### config.mk
export PLATFORM = sky130hd
export DESIGN_NAME = pfreq_acceptor
export DESIGN_NICKNAME = d
export VERILOG_FILES = /design/src/rtl/pfreq_acceptor.sv
export SDC_FILE = /design/constraint.sdc
export NUM_CORES = 1
export LEC_CHECK = 0
export CAP_MARGIN = 20
export CORE_MARGIN = 4
export CORE_UTILIZATION = 25
export DETAILED_ROUTE_END_ITERATION = 8
export PLACE_DENSITY = 0.48
export SETUP_SLACK_MARGIN = 0.5
export SYNTH_ARGS = -nofsm -noshare
export SYNTH_HDL_FRONTEND = slang
export SYNTH_SLANG_ARGS = --single-unit
export TNS_END_PERCENT = 100
### constraint.sdc
create_clock -name clk -period 7.5 [get_ports clk]
set_input_delay 1.5 -clock clk [delete_from_list [all_inputs] [get_ports clk]]
set_output_delay 1.5 -clock clk [all_outputs]
set_load 0.01 [all_outputs]
### src/rtl/pfreq_acceptor.sv
// Prefetch request acceptor: buffers pftocache requests, drops duplicate line addresses,
// issues one lookup at a time into the tag pipe and keeps saturating prefetch statistics.
//
// state   | meaning
// IDLE    | no lookup outstanding; pops the FIFO head when one is queued
// ISSUE   | pfreq_valid high, held until the tag pipe accepts
// WAIT    | lookup accepted, waiting for pfrsp_valid
module pfreq_acceptor #(
    parameter int REQ_W   = 128,
    parameter int LADDR_W = 44,
    parameter int DEPTH   = 4,
    parameter int CNT_W   = 14
) (
    input  logic               clk,
    input  logic               reset,
    input  logic               pftocache_req_valid,
    output logic               pftocache_req_retry,
    input  logic [REQ_W-1:0]   pftocache_req,
    output logic               pfreq_valid,
    input  logic               pfreq_retry,
    output logic [REQ_W-1:0]   pfreq,
    input  logic               pfrsp_valid,
    input  logic               pfrsp_hit,
    input  logic               stats_clear,
    output logic [4*CNT_W-1:0] pf_stats
);
    localparam int AW = $clog2(DEPTH);
    localparam logic [AW:0] FULL_CNT = (AW+1)'(DEPTH);

    typedef enum logic [1:0] {S_IDLE, S_ISSUE, S_WAIT} state_t;

    state_t             state_q, state_d;
    logic [REQ_W-1:0]   mem_q [DEPTH];
    logic [DEPTH-1:0]   vld_q, vld_d;
    logic [AW:0]        wr_ptr_q, wr_ptr_d, rd_ptr_q, rd_ptr_d;
    logic [AW:0]        count_q, count_d;
    logic               retry_q;
    logic [REQ_W-1:0]   infl_q, infl_d;
    logic [CNT_W-1:0]   niss_q, niss_d, nhit_q, nhit_d, nmiss_q, nmiss_d, ndrop_q, ndrop_d;

    logic               xfer, dup, enq, drop, pop, issue_fire, rsp_fire;
    logic [LADDR_W-1:0] in_laddr;
    logic [AW-1:0]      wr_idx, rd_idx;

    function automatic logic [CNT_W-1:0] sat_inc(input logic [CNT_W-1:0] c);
        return (&c) ? c : c + 1'b1;
    endfunction

    assign in_laddr = pftocache_req[LADDR_W-1:0];
    assign wr_idx   = wr_ptr_q[AW-1:0];
    assign rd_idx   = rd_ptr_q[AW-1:0];
    assign count_q  = wr_ptr_q - rd_ptr_q;
    assign xfer     = pftocache_req_valid & ~retry_q;

    // Compare against pre-pop contents so a copy of the head being popped is still dropped.
    always_comb begin
        dup = 1'b0;
        for (int i = 0; i < DEPTH; i++) begin
            if (vld_q[i] && (mem_q[i][LADDR_W-1:0] == in_laddr)) dup = 1'b1;
        end
        if ((state_q != S_IDLE) && (infl_q[LADDR_W-1:0] == in_laddr)) dup = 1'b1;
    end

    assign enq  = xfer & ~dup;
    assign drop = xfer & dup;

    always_comb begin
        state_d    = state_q;
        infl_d     = infl_q;
        pop        = 1'b0;
        issue_fire = 1'b0;
        rsp_fire   = 1'b0;
        case (state_q)
            S_IDLE: begin
                if (count_q != '0) begin
                    pop     = 1'b1;
                    infl_d  = mem_q[rd_idx];
                    state_d = S_ISSUE;
                end
            end
            S_ISSUE: begin
                if (!pfreq_retry) begin
                    issue_fire = 1'b1;
                    state_d    = S_WAIT;
                end
            end
            S_WAIT: begin
                if (pfrsp_valid) begin
                    rsp_fire = 1'b1;
                    state_d  = S_IDLE;
                end
            end
            default: state_d = S_IDLE;
        endcase
    end

    always_comb begin
        wr_ptr_d = wr_ptr_q + (AW+1)'(enq);
        rd_ptr_d = rd_ptr_q + (AW+1)'(pop);
        count_d  = wr_ptr_d - rd_ptr_d;
        vld_d    = vld_q;
        if (pop) vld_d[rd_idx] = 1'b0;
        if (enq) vld_d[wr_idx] = 1'b1;
    end

    always_comb begin
        niss_d  = niss_q;
        nhit_d  = nhit_q;
        nmiss_d = nmiss_q;
        ndrop_d = ndrop_q;
        if (stats_clear) begin
            niss_d  = '0;
            nhit_d  = '0;
            nmiss_d = '0;
            ndrop_d = '0;
        end else begin
            if (issue_fire)             niss_d  = sat_inc(niss_q);
            if (rsp_fire && pfrsp_hit)  nhit_d  = sat_inc(nhit_q);
            if (rsp_fire && !pfrsp_hit) nmiss_d = sat_inc(nmiss_q);
            if (drop)                   ndrop_d = sat_inc(ndrop_q);
        end
    end

    always_ff @(posedge clk) begin
        if (!reset) begin
            state_q  <= S_IDLE;
            vld_q    <= '0;
            wr_ptr_q <= '0;
            rd_ptr_q <= '0;
            retry_q  <= 1'b0;
            infl_q   <= '0;
            niss_q   <= '0;
            nhit_q   <= '0;
            nmiss_q  <= '0;
            ndrop_q  <= '0;
        end else begin
            state_q  <= state_d;
            vld_q    <= vld_d;
            wr_ptr_q <= wr_ptr_d;
            rd_ptr_q <= rd_ptr_d;
            retry_q  <= (count_d == FULL_CNT);
            infl_q   <= infl_d;
            niss_q   <= niss_d;
            nhit_q   <= nhit_d;
            nmiss_q  <= nmiss_d;
            ndrop_q  <= ndrop_d;
        end
    end

    always_ff @(posedge clk) begin
        if (reset && enq) mem_q[wr_idx] <= pftocache_req;
    end

    assign pftocache_req_retry = retry_q;
    assign pfreq_valid         = (state_q == S_ISSUE);
    assign pfreq               = infl_q;
    assign pf_stats            = {niss_q, nhit_q, nmiss_q, ndrop_q};

endmodule

==> flow_metrics.env <==
export IMPL_status="finished clean"
export IMPL_grt_pass1_wl_um=123000
export IMPL_drt_iter0_drc=1011
export IMPL_grt_pass1_vias=17600
export IMPL_syn_area_um2=28900
export IMPL_gp_congestion=0.845
export IMPL_synth_seq_cells=709
export IMPL_dp_cells=3653
export IMPL_final_cells=3816
export IMPL_cp_required_ns=7.77
export IMPL_grt_max_degree=81
export IMPL_insertion_delay_ns=0.65
export IMPL_die_w_um=348
export IMPL_vias=17000
export IMPL_start_util_pct=25.2
export IMPL_synthArstFlopShare_pct=0
export IMPL_period_needed_ns=5.30
export IMPL_worstPathBufferInverterCount=2
export IMPL_power_density_nw_per_um2=339
export IMPL_yosys_warnings=0
export IMPL_slew_headroom_pct=28.6
export IMPL_use_met3_pct=3.45
export IMPL_ant_nets=0
export IMPL_clkSinkCount=709
export IMPL_syn_area_per_cell_um2=15.0
export IMPL_max_cap_viol_count=0
export IMPL_grtUsageTotal_pct=13.8
export IMPL_fin_crit_sh_pct=70.6
export IMPL_synthTopCellsByCount="edfxtp_1, nand2_1, dfxtp_1"
export IMPL_drc_errors=0
export IMPL_dp_hpwl_um=57500
export IMPL_cpPeakStageDelay_ns=0.92
export IMPL_first_pass_iters=5
export IMPL_antenna_found_initial=17
export IMPL_rows=124
export IMPL_die_area_um2=121000
export IMPL_min_path_type="flip-flop to flip-flop"
export IMPL_max_freq_mhz=189
export IMPL_io_pins=321
export IMPL_yosysMostFrequentCell="edfxtp_1"
export IMPL_leakagePower_uw=0.0116
export IMPL_setup_worst_path_end_class="flip-flop"
export IMPL_clk_path_buf_depth=3
export IMPL_crit_slowest_cell="and4b_4"
export IMPL_hold_viol=0
export IMPL_cts_setup_buffers=0
export IMPL_setup_violations=0
export IMPL_ctsHoldBuffers=0
export IMPL_htree_levels=3
export IMPL_peakVddDrop_mv=0.427
export IMPL_layout_nets=2374
export IMPL_ctsRootBufferMaster="clkbuf_16"
export IMPL_arrival_ns=5.57
export IMPL_crit_chain="clkdlybuf4s50_1, xor2_1, nor4_2, nand4_2, o311ai_4, nor3_1, and4b_4, buf_12"
export IMPL_worstSetupPathType="input pin to flip-flop"
export IMPL_fin_tns_setup_ns=0
export IMPL_grt_util_met1_pct=17.6
export IMPL_cts_resized=0
export IMPL_core_um2=115000
export IMPL_cp_top_family="simple AND/OR/NAND/NOR gates"
export IMPL_portBuffers=320
export IMPL_synthCells=1932
export IMPL_synth_top_flop_cell="edfxtp_1"
export IMPL_ys_types=51
export IMPL_synth_edf_count=512
export IMPL_wl_um=85300
export IMPL_area_growth_pct=26.0
export IMPL_yosys_area_top_type="edfxtp_1"
export IMPL_synth_top_area_share_pct=53.1
export IMPL_cts_buffers_inserted=83
export IMPL_cp_start_kind="input pin"
export IMPL_grt_util_met2_pct=23.1
export IMPL_layout_drive_gt1_share_pct=12.6
export IMPL_worst_pin_slew_ns=1.07
export IMPL_die_height_um=348
export IMPL_cts_tree="built"
export IMPL_wl_per_cell_um=22.3
export IMPL_rsz0062_at_grt="no"
export IMPL_cp_max_fo=64
export IMPL_top_usage_layer="met2"
export IMPL_overflow=0
export IMPL_synth_nets=2079
export IMPL_vias_per_cell=4.45
export IMPL_synth_area_top_cells="edfxtp_1, dfxtp_1, mux4_2"
export IMPL_slew_violations=0
export IMPL_clock_skew_ns=0.0275
export IMPL_clkTransAtPathRegs_ns=0.06
export IMPL_synth_seq_area_share_pct=66.7
[flip-flops by register name, summed over array words and instances (netlist names)]
name,cells
mem_q,512
rd_ptr_q,3
pftocache_req_retry,1
vld_q,4
state_q,2
nhit_q,14
wr_ptr_q,3
nmiss_q,14
ndrop_q,14
niss_q,14
pfreq,128
[through the flow]
stage / util (%) / power (µW) / worst slack (ns) / hold WS, ns / area [µm²]
3_5_place_dp: 29.4 / 8520 / 1.57 / 0.461 / 33700
6_report: 31.8 / 12400 / 2.20 / 0.466 / 36500
3_3_place_gp: 29.4 / 8520 / 1.58 / 0.459 / 33700
4_1_cts: 31.8 / 12700 / 2.26 / 0.468 / 36400
5_1_grt: 31.8 / 13100 / 2.12 / 0.485 / 36500
2_1_floorplan: - / 6810 / 1.24 / 0.449 / 28900
[where the power goes]
part | leakage (µW) | switching (µW) | internal, µW | total (µW)
sequential | 0.00626 | 401 | 4670 | 5070
clock | 0.00135 | 1660 | 2410 | 4060
combinational | 0.00394 | 1820 | 1420 | 3250
[area by class of cell]
cell class / instances / area [µm²]
Fill cell: 11200 / 78200
Sequential cell: 709 / 19300
Multi-Input combinational cell: 1085 / 9050
Timing Repair Buffer: 338 / 3400
Clock buffer: 115 / 2340
Tap cell: 1512 / 1890
Clock inverter: 39 / 405
Inverter: 10 / 40.0
Antenna cell: 8 / 20.0
[layout by cell type (no fill, tap or decap), types with 12 or more instances in the layout]
cell type and count:
a21boi_0 129, a21oi_1 17, buf_4 14, clkbuf_1 23, clkbuf_16 88, clkdlybuf4s50_1 319, clkinv_2 18, dfxtp_1 195
edfxtp_1 512, ha_1 12, mux4_2 128, nand2_1 282, nand3_1 29, nand4_1 51, nor2_1 45, nor4_1 17
o21ai_0 16, or3_1 14, xnor2_1 183, xor2_1 76
[final timing paths]
check / from / to / slack (ns) / cells after the start
worst max register to register: pfreq[38] / pftocache_req_retry / 3.30 / 11
worst max-delay path: pftocache_req[0] / mem_q[1][69] / 2.20 / 8
worst min register to register: pfreq[127] / pfreq[127] / 0.47 / 2
worst min-delay path: pfreq[127] / pfreq[127] / 0.47 / 2
[logic make-up after synthesis]
kind of cell	count (synthesis)	synth area share, %
flops	709	66.7
simple gates	497	8.00
compound gates	185	4.72
mux	132	10.1
xor+xnor	259	7.84
fa+ha+maj	12	0.519
buf+inv	138	2.07
[worst min-delay path, cell delays in order, from the launching register on]
cell and delay [ns]:
dfxtp_1 0.31, nand2_1 0.05, a21boi_0 0.06
[per-layer routing]
metal	wire [µm]	part of all wire, %	vias up
li1	-	-	7761
met1	36300	43	8629
met2	41200	48	432
met3	5330	6.3	142
met4	2360	2.8	10
met5	69	0.081	-
Power figures use the tool's default switching activity.
